$ cat src/rtl/btn_pkg.sv
// rtl/btn_pkg.sv - shared types for the push-button conditioner
package btn_pkg;

  typedef enum logic [1:0] {
    IDLE   = 2'd0,
    ARM    = 2'd1,
    HELD   = 2'd2,
    DISARM = 2'd3
  } btn_state_e;

endpackage

$ cat src/rtl/btn_channel.sv
// rtl/btn_channel.sv - one button: synchroniser, tick-sampled debounce FSM, edge and long-press pulses
module btn_channel
  import btn_pkg::*;
#(
  parameter int STABLE_CNT = 10,
  parameter int LONG_CNT   = 1000
) (
  input  logic clk,
  input  logic rst_n,
  input  logic btn_raw,
  input  logic sample_tick,
  output logic btn_level,
  output logic btn_press,
  output logic btn_release,
  output logic btn_long
);

  localparam int CW = $clog2(STABLE_CNT + 1);
  localparam int HW = $clog2(LONG_CNT + 1);
  localparam logic [CW-1:0] STABLE_C = CW'(STABLE_CNT);
  localparam logic [HW-1:0] LONG_H   = HW'(LONG_CNT);
  localparam logic [HW-1:0] STABLE_H = HW'(STABLE_CNT);

  logic          s1, s2;
  btn_state_e    state_q, state_d;
  logic [CW-1:0] cnt_q, cnt_d;
  logic [HW-1:0] hold_q, hold_d;
  logic          level_q, level_d;
  logic          press_q, press_d;
  logic          rel_q, rel_d;
  logic          long_q, long_d;

  always_ff @(posedge clk or negedge rst_n) begin
    if (!rst_n) begin
      s1      <= 1'b0;
      s2      <= 1'b0;
      state_q <= IDLE;
      cnt_q   <= '0;
      hold_q  <= '0;
      level_q <= 1'b0;
      press_q <= 1'b0;
      rel_q   <= 1'b0;
      long_q  <= 1'b0;
    end else begin
      s1      <= btn_raw;
      s2      <= s1;
      state_q <= state_d;
      cnt_q   <= cnt_d;
      hold_q  <= hold_d;
      level_q <= level_d;
      press_q <= press_d;
      rel_q   <= rel_d;
      long_q  <= long_d;
    end
  end

  // hold counts from the first agreeing sample, so it starts at STABLE_CNT on press
  always_comb begin
    state_d = state_q;
    cnt_d   = cnt_q;
    hold_d  = hold_q;
    level_d = level_q;
    press_d = 1'b0;
    rel_d   = 1'b0;
    long_d  = 1'b0;
    if (sample_tick) begin
      case (state_q)
        IDLE: begin
          if (s2) begin
            if (STABLE_CNT == 1) begin
              state_d = HELD;
              level_d = 1'b1;
              press_d = 1'b1;
              hold_d  = STABLE_H;
              cnt_d   = '0;
            end else begin
              state_d = ARM;
              cnt_d   = CW'(1);
            end
          end
        end
        ARM: begin
          if (!s2) begin
            state_d = IDLE;
            cnt_d   = '0;
          end else if (cnt_q + CW'(1) == STABLE_C) begin
            state_d = HELD;
            level_d = 1'b1;
            press_d = 1'b1;
            hold_d  = STABLE_H;
            cnt_d   = '0;
          end else begin
            cnt_d = cnt_q + CW'(1);
          end
        end
        HELD: begin
          if (s2) begin
            if (hold_q != LONG_H) begin
              hold_d = hold_q + HW'(1);
              long_d = (hold_q + HW'(1) == LONG_H);
            end
          end else if (STABLE_CNT == 1) begin
            state_d = IDLE;
            level_d = 1'b0;
            rel_d   = 1'b1;
          end else begin
            state_d = DISARM;
            cnt_d   = CW'(1);
          end
        end
        DISARM: begin
          if (s2) begin
            state_d = HELD;
            cnt_d   = '0;
          end else if (cnt_q + CW'(1) == STABLE_C) begin
            state_d = IDLE;
            level_d = 1'b0;
            rel_d   = 1'b1;
            cnt_d   = '0;
          end else begin
            cnt_d = cnt_q + CW'(1);
          end
        end
        default: state_d = IDLE;
      endcase
    end
  end

  assign btn_level   = level_q;
  assign btn_press   = press_q;
  assign btn_release = rel_q;
  assign btn_long    = long_q;

endmodule

$ cat src/rtl/btn_conditioner.sv
// rtl/btn_conditioner.sv - shared sample prescaler plus N_BTN independent button channels
module btn_conditioner
  import btn_pkg::*;
#(
  parameter int N_BTN      = 4,
  parameter int SAMPLE_DIV = 12000,
  parameter int STABLE_CNT = 10,
  parameter int LONG_CNT   = 1000
) (
  input  logic             clk,
  input  logic             rst_n,
  input  logic [N_BTN-1:0] btn_raw,
  output logic [N_BTN-1:0] btn_level,
  output logic [N_BTN-1:0] btn_press,
  output logic [N_BTN-1:0] btn_release,
  output logic [N_BTN-1:0] btn_long,
  output logic             sample_tick
);

  localparam int PW = $clog2(SAMPLE_DIV);
  localparam logic [PW-1:0] DIV_LAST = PW'(SAMPLE_DIV - 1);

  logic [PW-1:0] pcnt;

  always_ff @(posedge clk or negedge rst_n) begin
    if (!rst_n) begin
      pcnt        <= '0;
      sample_tick <= 1'b0;
    end else begin
      sample_tick <= (pcnt == DIV_LAST);
      pcnt        <= (pcnt == DIV_LAST) ? '0 : pcnt + PW'(1);
    end
  end

  for (genvar i = 0; i < N_BTN; i++) begin : g_ch
    btn_channel #(
      .STABLE_CNT(STABLE_CNT),
      .LONG_CNT  (LONG_CNT)
    ) u_ch (
      .clk        (clk),
      .rst_n      (rst_n),
      .btn_raw    (btn_raw[i]),
      .sample_tick(sample_tick),
      .btn_level  (btn_level[i]),
      .btn_press  (btn_press[i]),
      .btn_release(btn_release[i]),
      .btn_long   (btn_long[i])
    );
  end

endmodule

$ cat config.mk
export PLATFORM = sky130hd
export DESIGN_NAME = btn_conditioner
export DESIGN_NICKNAME = d
export VERILOG_FILES = /design/src/rtl/btn_pkg.sv /design/src/rtl/btn_channel.sv /design/src/rtl/btn_conditioner.sv
export SDC_FILE = /design/constraint.sdc
export NUM_CORES = 1
export LEC_CHECK = 0
export BUFFER_PORTS_ARGS = -buffer_cell sky130_fd_sc_hd__buf_4
export CORE_AREA = 4 4 114 116
export CTS_BUF_LIST = sky130_fd_sc_hd__clkbuf_8
export CTS_CLUSTER_DIAMETER = 120
export DETAILED_ROUTE_END_ITERATION = 8
export DIE_AREA = 0 0 118 120
export PLACE_DENSITY_LB_ADDON = 0.2
export SYNTH_ARGS = -nofsm -noshare
export SYNTH_HDL_FRONTEND = slang
export SYNTH_SLANG_ARGS = --single-unit
$ cat constraint.sdc
create_clock -name clk -period 2.8 [get_ports clk]
set_clock_uncertainty 0.2 [all_clocks]
set_input_delay 0.42 -clock clk [delete_from_list [all_inputs] [get_ports clk]]
set_output_delay 0.42 -clock clk [all_outputs]
set_load 0.01 [all_outputs]
==> results of run 1 <==
per-stage QoR:
stage | hold WS [ns] | setup WS (ns) | cell area [sq um]
after detailed placement | 0.0878 | 0.534 | 6090
after global placement | 0.0879 | 0.580 | 6090
after CTS | 0.164 | 0.522 | 6350
after global routing | 0.182 | 0.357 | 6350
after floorplan | -0.0756 | 0.782 | 5960
final | 0.159 | 0.512 | 6350
where the power goes:
part	switching (mW)	total (mW)	leakage, nW	internal, mW
Clock	0.485	0.966	0.114	0.481
Sequential	0.00690	1.50	1.41	1.49
Combinational	0.0349	0.0497	1.21	0.0148
Total	0.527	2.51	2.73	1.99
layout make-up:
| class | count | area, sq um |
|---|---|---|
| clock buffer | 12 | 165 |
| clock inverter | 4 | 43.8 |
| fill | 1088 | 5560 |
| inverter | 26 | 97.6 |
| multi-input combinational | 444 | 3000 |
| sequential | 103 | 2580 |
| tap | 147 | 184 |
| timing repair buffer | 34 | 280 |
state kept, by name, summed over array words and instances (netlist names), named ones only:
signal                 count
pcnt                      14
g_ch.u_ch.s1               4
g_ch.u_ch.btn_press        4
g_ch.u_ch.btn_level        4
g_ch.u_ch.btn_long         4
g_ch.u_ch.state_q          4
g_ch.u_ch.btn_release      4
g_ch.u_ch.cnt_q           16
g_ch.u_ch.s2               4
g_ch.u_ch.hold_q          40
sample_tick                1
critical path, cell delays in order, from the launching register on:
cell      delay (ns)
dfrtp_1         0.46
ha_1            0.30
nor4bb_1        0.28
nand3_1         0.17
a21oi_2         0.30
nor2_1          0.12
a221o_1         0.35
timing repair:
item,4_1_cts,5_1_grt
hold buffers,5,0
gates resized for setup,0,0
endpoints found under the hold margin,47,0
cells in the mapped netlist (all sizes together), types with 6 or more instances:
cell / number / area, sq um
buf: 33 / 254
a21oi: 33 / 169
inv: 26 / 97.6
nand4: 12 / 75.1
a2bb2oi: 8 / 87.6
nand3: 28 / 158
mux2: 6 / 67.6
o211ai: 10 / 85.1
nand2: 64 / 243
o21ai: 33 / 169
xnor2: 11 / 96.3
ha: 21 / 263
and4: 6 / 52.6
clkbuf: 7 / 30.0
nor3: 15 / 86.3
dfrtp: 103 / 2580
nor2: 37 / 146
a21boi: 6 / 45.0
nor3b: 6 / 45.0
nand2b: 10 / 62.6
and3: 10 / 67.6
o31ai: 6 / 50.1
a31oi: 29 / 249
xor2: 14 / 123
cell families after synthesis:
kind of cell               after synthesis
DFF                                    103
xor gates and xnor gates                25
buffers and inverters                   66
adders and majority gates               21
muxes                                    9
AOI/OAI and AO/OA                      158
and+or+nand+nor                        231
path summary, 6_finish.rpt:
kind                                       start                endpoint  slack, ns
max                        g_ch[2].u_ch.cnt_q[0]  g_ch[2].u_ch.hold_q[2]       0.51
max reg2reg                g_ch[2].u_ch.cnt_q[0]  g_ch[2].u_ch.hold_q[2]       0.51
min in group asynchronous                  rst_n  g_ch[2].u_ch.hold_q[5]       0.24
min reg2reg                      g_ch[1].u_ch.s1         g_ch[1].u_ch.s2       0.16
min                              g_ch[1].u_ch.s1         g_ch[1].u_ch.s2       0.16
max in group asynchronous                  rst_n  g_ch[1].u_ch.hold_q[7]       1.52
cells in the final DEF (no fill, tap or decap), drive strengths merged, types with 4 or more instances in the layout:
| cell type | synthesis | layout |
|---|---|---|
| xor2 | 14 | 14 |
| nor2b | 5 | 5 |
| a2bb2oi | 8 | 8 |
| or2 | 5 | 5 |
| nand2 | 64 | 64 |
| a21o | 4 | 4 |
| dfrtp | 103 | 103 |
| nor4 | 5 | 5 |
| clkbuf | 7 | 12 |
| nor3 | 15 | 15 |
| xnor2 | 11 | 11 |
| a21oi | 33 | 33 |
| and3b | 5 | 5 |
| buf | 33 | 29 |
| and3 | 10 | 10 |
| a21boi | 6 | 6 |
| o31ai | 6 | 6 |
| o21ai | 33 | 33 |
| a31oi | 29 | 29 |
| nor2 | 37 | 37 |
| mux2 | 6 | 6 |
| nand2b | 10 | 10 |
| nand4 | 12 | 12 |
| nor3b | 6 | 6 |
| dlygate4sd3 | 0 | 5 |
| and4 | 6 | 6 |
| ha | 21 | 21 |
| nand3 | 28 | 28 |
| or3 | 5 | 5 |
| nand4b | 4 | 4 |
| o211ai | 10 | 10 |
| inv | 26 | 27 |
metal layers:
| layer | wire length [um] | vias to the layer above | track usage (%) |
|---|---|---|---|
| met5 | 0 | - | 0 |
| met4 | 139 | 0 | 4.54 |
| met3 | 413 | 11 | 5.09 |
| met2 | 5120 | 68 | 24.8 |
| met1 | 5220 | 2139 | 21.0 |
| li1 | - | 2228 | - |
==> metrics.md, run 1 <==
| Metric | Value |
|---|---|
| Status | completed |
| Worst Hold Class | reg2reg |
| Seq/Total Area, Yosys | 43.2% |
| CTS Buf Count | 9 |
| First-pass GRT wire length | around 19 mm |
| Asr flop ratio synth | 100% |
| VDD IR-drop max | 0.000239 V |
| Antenna violations before repair | 0 |
| Hold path depth | 0 |
| Tcrit/Tclk final | 81.7% |
| CP Max Fanout | 7 |
| Post-Route Utilization | 53.3% |
| Area Overhead vs Synth | 6.53% |
| Routed Antenna Nets | 0 |
| Synth Flop Type | dfrtp_1 |
| Gr ovfl total | 0 |
| Routed wire length | roughly 11 mm |
| Worst-Skew Late Latency | between 0.3 and 0.4 ns |
| CTS Sinks | 103 |
| Yosys warns | 0 |
| Simple-gate share of the synthesized area | a little over a fifth |
| Leakage power | 2.73 nW |
| Worst Path Arrival | 2.34 ns |
| Post-Layout Cell Count | 770 |
| Die area | 14200 sq um |
| # setup viols final | 0 |
| Cell Area, Synth | a little under 6000 sq um |
| Core area | between 10000 and 15000 sq um |
| Hold Violations, Final | 0 |
| Initial Util | 50.1% |
| Via count | 4446 |
| Cell depth of the worst flop-to-flop path | 6 |
| Worst EP required | approximately 2.9 ns |
| Rel. slew slack | between 40 and 50% |
| N_diodes | 0 |
| Main combinational cell family by area after synthesis | simple AND/OR/NAND/NOR gates |
| Largest net degree at the start of global routing | a little under 60 |
| Mapped Nets | 640 |
| Syn avg cell area | 9.73 sq um |
| Total power | around 2.5 mW |
| Final nets | between 600 and 700 |
| Worst Max-Slew Pin Slew | 0.838 ns |
| Cells after Synth | slightly above 600 |
| CTS tree | built |
| Number of global-route vias before repair | 4048 |
| CTS H-tree lvls | 3 |
| Max Buffers Root-to-Sink | 2 |
| DRT iter0 DRCs | 336 |
| Critical Path End Type | register |
| RSZ-0062 raised after global routing | no |
| Floorplan die width | 118 um |
| WS Path Type | reg2reg |
| CTS Root Cell | clkbuf_8 |
| Avg WL per Cell | 14.2 um |
| Gpl congestion | between 0.8 and 0.9 |
| Rows | 40 |
| # IOs | 23 |
| Remaining DRCs | 0 |
| Max-cap check violation count | 0 |
| Placed cells | 749 |
| #FFs+latches synth | 103 |
| Number of distinct library cells after synthesis | 80 |
| Fin. max-slew vios | 0 |
| Final HPWL DP | 7.55 mm |
| DRT Pass-1 Iters | 4 |
| Share of cells above drive strength 1 | 13.0% |
| Setup repair bufs after CTS | 0 |
| Worst Setup Start Kind | register |
| EDFF count, synth | 0 |
| Mux contribution to synthesized area | 1.64% |
| GRT Util Overall | between 10% and 20% |
| Die Y | 120 um |
| TNS Setup | 0 ns |
| Power per cell area | 396 nW/um^2 |
| Post-DR vias/cell | just under 6 |
| Max Freq | 437 MHz |
| Xor-xnor portion of the synthesized cell area | 3.67% |
| Complex-gate fraction of the synthesized area | 19.2% |
| Port Buf Inserts | 22 |
| Min Tclk post-route | 2.29 ns |
| Adder-cell area share of the yosys netlist | 4.41% |
| Clock Pin Slew Worst Setup and Hold Paths | 0.09 ns |
Note: power is estimated with default switching activity, not from simulation.
==> run 2, diff against run 1 <==
Clock period 2.8 ns to 2.2 ns, I/O delays scaled along.
==> run 2 against run 1 <==
Count of clock-buffer cells in the layout is the same. Worst setup slack lost 0.37 ns. Final area grew 2.5%. Combinational power grew 34%. Register-to-register slack lost 0.37 ns. Critical path depth is the same. Die area is the same. Non-clock buffer count grew 20. Largest cell class unchanged. Flip-flop and latch count is the same. Final cell count grew 2.5%. Sequential share of layout area shrank 0.87 points.
==> metrics.md, run 2 (synthesized netlist as in run 1, its figures left out) <==
| Metric | Value |
|---|---|
| Most frequent cells in the layout | dfrtp_1, nand2_1, buf_4 (was dfrtp_1, nand2_1, nor2_1) |
| Hold WS | 0.119 ns (was 0.159 ns) |
| Leakage power | 2.81 nW (was 2.73 nW) |
| Antenna violations before repair | 0 (unchanged) |
| Critical Path End Type | register (unchanged) |
| Largest regs | g_ch.u_ch.hold_q x40, g_ch.u_ch.cnt_q x16, pcnt x14 (unchanged) |
| VDD IR-drop max | 0.000308 V (was 0.000239 V) |
| CTS Buf Count | 9 (unchanged) |
| M1 GR Usage | 21.0% (about the same) |
| CTS Root Cell | clkbuf_8 (unchanged) |
| Worst-path cell chain | ha_1, nor4bb_4, nand3_2, a21oi_2, nor2_1, a221o_1 (was ha_1, nor4bb_1, nand3_1, a21oi_2, nor2_1, a221o_1) |
| Rel. slew slack | 70.5% (was 43.8%) |
| # setup viols final | 0 (unchanged) |
| Final HPWL DP | 7.81 mm (was 7.55 mm) |
| TNS Setup | 0 ns (unchanged) |
| Port Buf Inserts | 22 (unchanged) |
| Most common cell after layout, fill and taps aside | dfrtp_1 (unchanged) |
| Final nets | 665 (was 645) |
| CP Max Fanout | 7 (unchanged) |
| Placed cells | 769 (was 749) |
| Remaining DRCs | 0 (unchanged) |
| DRT Pass-1 Iters | 4 (unchanged) |
| Grt met2 use | 27.0% (was 24.8%) |
| Min Tclk post-route | 2.06 ns (was 2.29 ns) |
| Share of cells above drive strength 1 | 17.4% (was 13.0%) |
| Worst Hold Class | in2async (was reg2reg) |
| Largest net degree at the start of global routing | 64 (was 59) |
| CTS tree | built (unchanged) |
| Max Buffers Root-to-Sink | 2 (unchanged) |
| Worst-Skew Late Latency | 0.36 ns (was 0.37 ns) |
| Tcrit/Tclk final | 93.6% (was 81.7%) |
| Floorplan die width | 118 um (unchanged) |
| Worst Setup Start Kind | register (unchanged) |
| Worst Max-Slew Pin Slew | 0.438 ns (was 0.838 ns) |
| Initial Util | 50.1% (unchanged) |
| Fin. max-slew vios | 0 (unchanged) |
| Clock Pin Slew Worst Setup and Hold Paths | 0.08 ns (was 0.09 ns) |
| Hold Violations, Final | 0 (unchanged) |
| Gr ovfl total | 0 (unchanged) |
| N_diodes | 0 (unchanged) |
| Post-Layout Cell Count | 789 (was 770) |
| Die Y | 120 um (unchanged) |
| Power per cell area | 466 nW/um^2 (was 396 nW/um^2) |
| R2R Setup Slk | 0.14 ns (was 0.51 ns) |
| Core area | 11900 sq um (unchanged) |
| CTS Sinks | 103 (unchanged) |
| Gpl congestion | 0.880 (was 0.840) |
| Max Freq | 486 MHz (was 437 MHz) |
| Die area | 14200 sq um (unchanged) |
| # IOs | 23 (unchanged) |
| Area Overhead vs Synth | 9.23% (was 6.53%) |
| Met3 Usage GRT | 4.62% (was 5.09%) |
| Routed wire length | 10.8 mm (was 10.9 mm) |
| Max FFs per register | 40 (unchanged) |
| GRT Util Overall | 16.2% (was 15.8%) |
| Number of global-route vias before repair | 4198 (was 4048) |
| Worst EP required | 2.25 ns (was 2.86 ns) |
| Biggest register | g_ch.u_ch.hold_q (unchanged) |
| Avg WL per Cell | 13.7 um (was 14.2 um) |
| Routed Antenna Nets | 0 (unchanged) |
| WS Path Type | reg2reg (unchanged) |
| Post-DR vias/cell | 5.67 (was 5.77) |
| First-pass GRT wire length | 19.4 mm (was 18.9 mm) |
| CTS H-tree lvls | 3 (unchanged) |
| RSZ-0062 raised after global routing | no (unchanged) |
| Status | completed (unchanged) |
| DRT iter0 DRCs | 220 (was 336) |
| Gr busiest metal | met2 (unchanged) |
| Slowest-stage cell, CP | dfrtp_2 (was dfrtp_1) |
| Rows | 40 (unchanged) |
| Critical path's largest stage delay | 0.45 ns (was 0.46 ns) |
| Worst Path Arrival | 2.10 ns (was 2.34 ns) |
| Setup repair bufs after CTS | 0 (unchanged) |
| Max-cap check violation count | 0 (unchanged) |
| Via count | 4477 (was 4446) |
-- run 2: where the power goes --
group | internal (mW) | leakage [nW] | switching (mW)
clock network | 0.487 | 0.102 | 0.578
logic | 0.0201 | 1.31 | 0.0465
registers | 1.90 | 1.39 | 0.00660
total | 2.41 | 2.81 | 0.631
-- run 2: area by class of cell --
class / instances / area [sq um]
Clock buffer: 12 / 165
Clock inverter: 3 / 11.3
Fill cell: 1079 / 5400
Inverter: 26 / 97.6
Multi-Input combinational cell: 444 / 3040
Sequential cell: 103 / 2590
Tap cell: 147 / 184
Timing Repair Buffer: 54 / 430
-- run 2: per-layer routing --
| metal | wire, um | vias to the layer above | part of all wire (%) |
|---|---|---|---|
| li1 | - | 2260 | - |
| met1 | 5260 | 2170 | 49 |
| met2 | 5170 | 45 | 48 |
| met3 | 331 | 2 | 3.1 |
| met4 | 46 | 0 | 0.43 |
| met5 | 0 | - | 0 |
-- run 2: path summary, 6_finish.rpt --
check | start | endpoint | cells after the start
hold reg to reg | g_ch[3].u_ch.s1 | g_ch[3].u_ch.s2 | 0
hold / removal | rst_n | g_ch[2].u_ch.hold_q[3] | 2
setup / recovery | g_ch[2].u_ch.cnt_q[0] | g_ch[2].u_ch.hold_q[2] | 6
max in group asynchronous | rst_n | g_ch[1].u_ch.hold_q[1] | 3
setup reg to reg | g_ch[2].u_ch.cnt_q[0] | g_ch[2].u_ch.hold_q[2] | 6
min in group clk | g_ch[3].u_ch.s1 | g_ch[3].u_ch.s2 | 0
-- run 2: metrics by stage --
step	setup WS, ns	total power, mW	instance area, sq um	utilization, %
3_3_place_gp	0.127	2.01	6240	52.4
2_1_floorplan	0.182	1.95	5960	-
5_1_grt	0.000328	3.20	6510	54.7
3_5_place_dp	0.0426	2.01	6240	52.4
4_1_cts	0.0278	3.12	6470	54.3
6_report	0.141	3.04	6510	54.7
-- run 2: critical path, delay by kind of cell (launching register included) --
family                   cells  cell delay, ns
AO/OA/AOI/OAI                2            0.53
adder cells (fa/ha/maj)      1            0.26
flip-flops                   1            0.45
AND/OR/NAND/NOR              3            0.51
-- run 2: timing repair --
action | CTS | global route
hold buffers | 5 | 0
resized for setup | 0 | 15
hold endpoints to repair | 107 | 0
endpoints found under the setup margin | 0 | 24
==> run 3, diff against run 2 <==
Settings changed: ABC_AREA set to 1, CORE_AREA 4 4 114 116 to 4 4 113 115, DIE_AREA 0 0 118 120 to 0 0 117 119.
==> run 3 against run 2 <==
Maximum frequency rose by 2.8%. Wire length barely moved. Utilization fell by 0.71 points. Sequential share of layout area rose by 0.73 points. Clock power rose by 8%. Flip-flop and latch count did not move. Hold slack improved by 0.038 ns. Critical path type unchanged. Critical endpoint is now g_ch[0].u_ch.hold_q[7].
==> metrics.md, run 3 <==
| Metric | Value |
|---|---|
| FILL cells | 1073 (was 1079) |
| Tcrit/Tclk final | 91.0% (was 93.6%) |
| R2R Setup Slk | 0.20 ns (was 0.14 ns) |
| First-pass GRT wire length | 19.4 mm (about the same) |
| Remaining DRCs | 0 (unchanged) |
| Number of global-route vias before repair | 4466 (was 4198) |
| Port Buf Inserts | 22 (unchanged) |
| Worst Hold Class | reg2reg (was in2async) |
| Slowest-stage cell, CP | dfrtp_1 (was dfrtp_2) |
| Core area | 11800 sq um (was 11900 sq um) |
| Max Buffers Root-to-Sink | 2 (unchanged) |
| Asr flop ratio synth | 100% (unchanged) |
| Gpl congestion | 0.851 (was 0.880) |
| Biggest register | g_ch.u_ch.hold_q (unchanged) |
| Status | completed (unchanged) |
| Leakage power | 3.09 nW (was 2.81 nW) |
| CP Max Fanout | 11 (was 7) |
| Most frequent cells in the layout | nand2_1, inv_1, dfrtp_1 (was dfrtp_1, nand2_1, buf_4) |
| DRT iter0 DRCs | 306 (was 220) |
| Synth Flop Type | dfrtp_1 (unchanged) |
| Most frequent CP cell | nand2_1 |
| Die area | 13900 sq um (was 14200 sq um) |
| CTS Buf Count | 9 (unchanged) |
| DRT Pass-1 Iters | 4 (unchanged) |
| WS Path Type | reg2reg (unchanged) |
| Fin. max-slew vios | 0 (unchanged) |
| Most common cell in the synthesized netlist | nand2_1 (was dfrtp_1) |
| Final nets | 806 (was 665) |
| Worst-path cell chain | inv_1, ha_1, inv_1, nor2_1, nand4_1, nand3_4, nand2_1, nand2_1, nand2_1, o21ai_1 (was ha_1, nor4bb_4, nand3_2, a21oi_2, nor2_1, a221o_1) |
| Pre-CTS setup slack | 0.239 ns (was 0.0426 ns) |
| Clock Pin Slew Worst Setup and Hold Paths | 0.10 ns (was 0.08 ns) |
| Syn avg cell area | 7.77 sq um (was 9.73 sq um) |
| Max Freq | 499 MHz (was 486 MHz) |
| GRT Util Overall | 17.0% (was 16.2%) |
| Routed wire length | 10.8 mm (about the same) |
| CTS resizes | 0 (unchanged) |
| Critical path's largest stage delay | 0.45 ns (about the same) |
| Cell Area, Synth | 5910 sq um (was 5960 sq um) |
| Crit path capture | g_ch[0].u_ch.hold_q[7] (was g_ch[2].u_ch.hold_q[2]) |
| Launch point of the worst path | g_ch[0].u_ch.hold_q[1] (was g_ch[2].u_ch.cnt_q[0]) |
| Synth area leader | dfrtp_1 (unchanged) |
| TNS Setup | 0 ns (unchanged) |
| Worst Path Arrival | 2.09 ns (was 2.10 ns) |
| CTS tree | built (unchanged) |
| R2r endpoint | g_ch[0].u_ch.hold_q[7] (was g_ch[2].u_ch.hold_q[2]) |
| EDFF count, synth | 0 (unchanged) |
| Worst EP required | 2.29 ns (was 2.25 ns) |
| CTS Root Cell | clkbuf_8 (unchanged) |
| Antenna violations before repair | 0 (unchanged) |
| Max FFs per register | 40 (unchanged) |
| Share of cells above drive strength 1 | 10.2% (was 17.4%) |
| Max-cap check violation count | 0 (unchanged) |
| Rel. slew slack | 68.9% (was 70.5%) |
| Gr ovfl total | 0 (unchanged) |
| Final setup margin | 0.198 ns (was 0.141 ns) |
| Worst-Skew Late Latency | 0.38 ns (was 0.36 ns) |
| N_diodes | 0 (unchanged) |
| Routed Antenna Nets | 0 (unchanged) |
| Area share of the largest cell type after synthesis | 43.6% (was 43.2%) |
| CTS Sinks | 103 (unchanged) |
| Most common cell after layout, fill and taps aside | nand2_1 (was dfrtp_1) |
| Post-DR vias/cell | 5.02 (was 5.67) |
| Yosys warns | 0 (unchanged) |
| Worst Setup Start Kind | register (unchanged) |
| Floorplan die width | 117 um (was 118 um) |
| Seq/Total Area, Yosys | 43.6% (was 43.2%) |
| RSZ-0062 raised after global routing | no (unchanged) |
| Final HPWL DP | 8.04 mm (was 7.81 mm) |
| Power per cell area | 489 nW/um^2 (was 466 nW/um^2) |
| # IOs | 23 (unchanged) |
| Number of distinct library cells after synthesis | 35 (was 80) |
| Area Overhead vs Synth | 7.90% (was 9.23%) |
| # setup viols final | 0 (unchanged) |
| #FFs+latches synth | 103 (unchanged) |
| Synth area leaders | dfrtp_1, nand2_1, inv_1 (was dfrtp_1, ha_1, nand2_1) |
| Commonest cells post-synth | nand2_1, inv_1, dfrtp_1, nor2_1, nand3_1 (was dfrtp_1, nand2_1, nor2_1, a21oi_1, o21ai_0) |
| Cells after Synth | 760 (was 613) |
| VDD IR-drop max | 0.000410 V (was 0.000308 V) |
| Critical Path End Type | register (unchanged) |
| Min Tclk post-route | 2.00 ns (was 2.06 ns) |
| CTS H-tree lvls | 3 (unchanged) |
| Initial Util | 50.0% (was 50.1%) |
| Worst Max-Slew Pin Slew | 0.461 ns (was 0.438 ns) |
| Rows | 40 (unchanged) |
| Cell depth of the worst flop-to-flop path | 10 (was 6) |
| Reg2Reg Launch Point | g_ch[0].u_ch.hold_q[1] (was g_ch[2].u_ch.cnt_q[0]) |
| Die Y | 119 um (was 120 um) |
| Via count | 4671 (was 4477) |
| Largest regs | g_ch.u_ch.hold_q x40, g_ch.u_ch.cnt_q x16, pcnt x14 (unchanged) |
| Largest net degree at the start of global routing | 36 (was 64) |
| Avg WL per Cell | 11.6 um (was 13.7 um) |
| Mapped Nets | 787 (was 640) |
| Hold Violations, Final | 0 (unchanged) |
## run 3: changes by cell type after synthesis, sizes merged, moves of 8 or more
cell	change
nand2	+156
o211ai	-8
nand3	+27
o21ai	+11
inv	+82
and3	-10
a31oi	-29
nor2	+40
a21oi	-19
nand2b	-10
## run 3: how the worst min path moves through the flow
stage / from / slack (ns) / to / depth (start not counted)
finish: g_ch[2].u_ch.s1 / 0.16 / g_ch[2].u_ch.s2 / 0
global route: g_ch[2].u_ch.s1 / 0.17 / g_ch[2].u_ch.s2 / 0
CTS: g_ch[2].u_ch.s1 / 0.16 / g_ch[2].u_ch.s2 / 0
detailed placement: rst_n / 0.13 / g_ch[0].u_ch.btn_release / 1
global placement: rst_n / 0.12 / g_ch[0].u_ch.hold_q[7] / 1
floorplan: rst_n / -0.17 / async pin / 0
## run 3: cells by family after synthesis
family / Yosys count / synth area share (%)
XOR/XNOR: 27 / 4.00
adder cells (fa/ha/maj): 21 / 4.45
AND/OR/NAND/NOR: 401 / 30.3
buffers and inverters: 134 / 10.1
AO/OA/AOI/OAI: 74 / 7.48
flip-flops: 103 / 43.6
## run 3: worst max-delay path, delay by kind of cell, from the launching register on
family,cells,cell delay (ns)
and+or+nand+nor,6,0.86
DFF,1,0.45
buffers and inverters,2,0.16
adders and majority gates,1,0.14
AOI/OAI and AO/OA,1,0.10
## run 3: layer usage
layer  GRT usage [%]  part of all wire (%)
met5               0                     0
met4            3.73                  0.66
met3            4.88                   3.7
met2            27.6                    47
met1            22.4                    48
## run 3: stage by stage
stage	hold WS, ns	util, %	instances	power, mW	area (sq um)
5_1_grt	0.166	54.0	931	3.27	6370
3_3_place_gp	0.124	51.9	910	2.00	6130
2_1_floorplan	-0.166	-	760	1.95	5910
4_1_cts	0.159	54.0	931	3.18	6370
6_report	0.157	54.0	931	3.12	6370
3_5_place_dp	0.132	51.9	910	2.01	6130
## run 3: final cells by class
cell class	count	area (sq um)	area share [%]
clock inverter	4	28.8	0.451
clock buffer	12	165	2.59
timing repair buffer	34	280	4.40
multi-input combinational	523	2730	42.9
sequential	103	2580	40.4
tap	147	184	2.89
inverter	108	405	6.36
## run 3: where the power goes
group / leakage, nW / total (mW) / internal, mW / switching, mW
Combinational: 1.59 / 0.0664 / 0.0201 / 0.0463
Sequential: 1.41 / 1.90 / 1.90 / 0.00594
Clock: 0.0946 / 1.15 / 0.504 / 0.642
Total: 3.09 / 3.12 / 2.42 / 0.695
## run 3: timing repair
| action | CTS | global route |
|---|---|---|
| hold buffers | 5 | 0 |
| setup endpoints to repair | 0 | 0 |
| setup buffers | 0 | 0 |
| hold endpoints to repair | 35 | 0 |
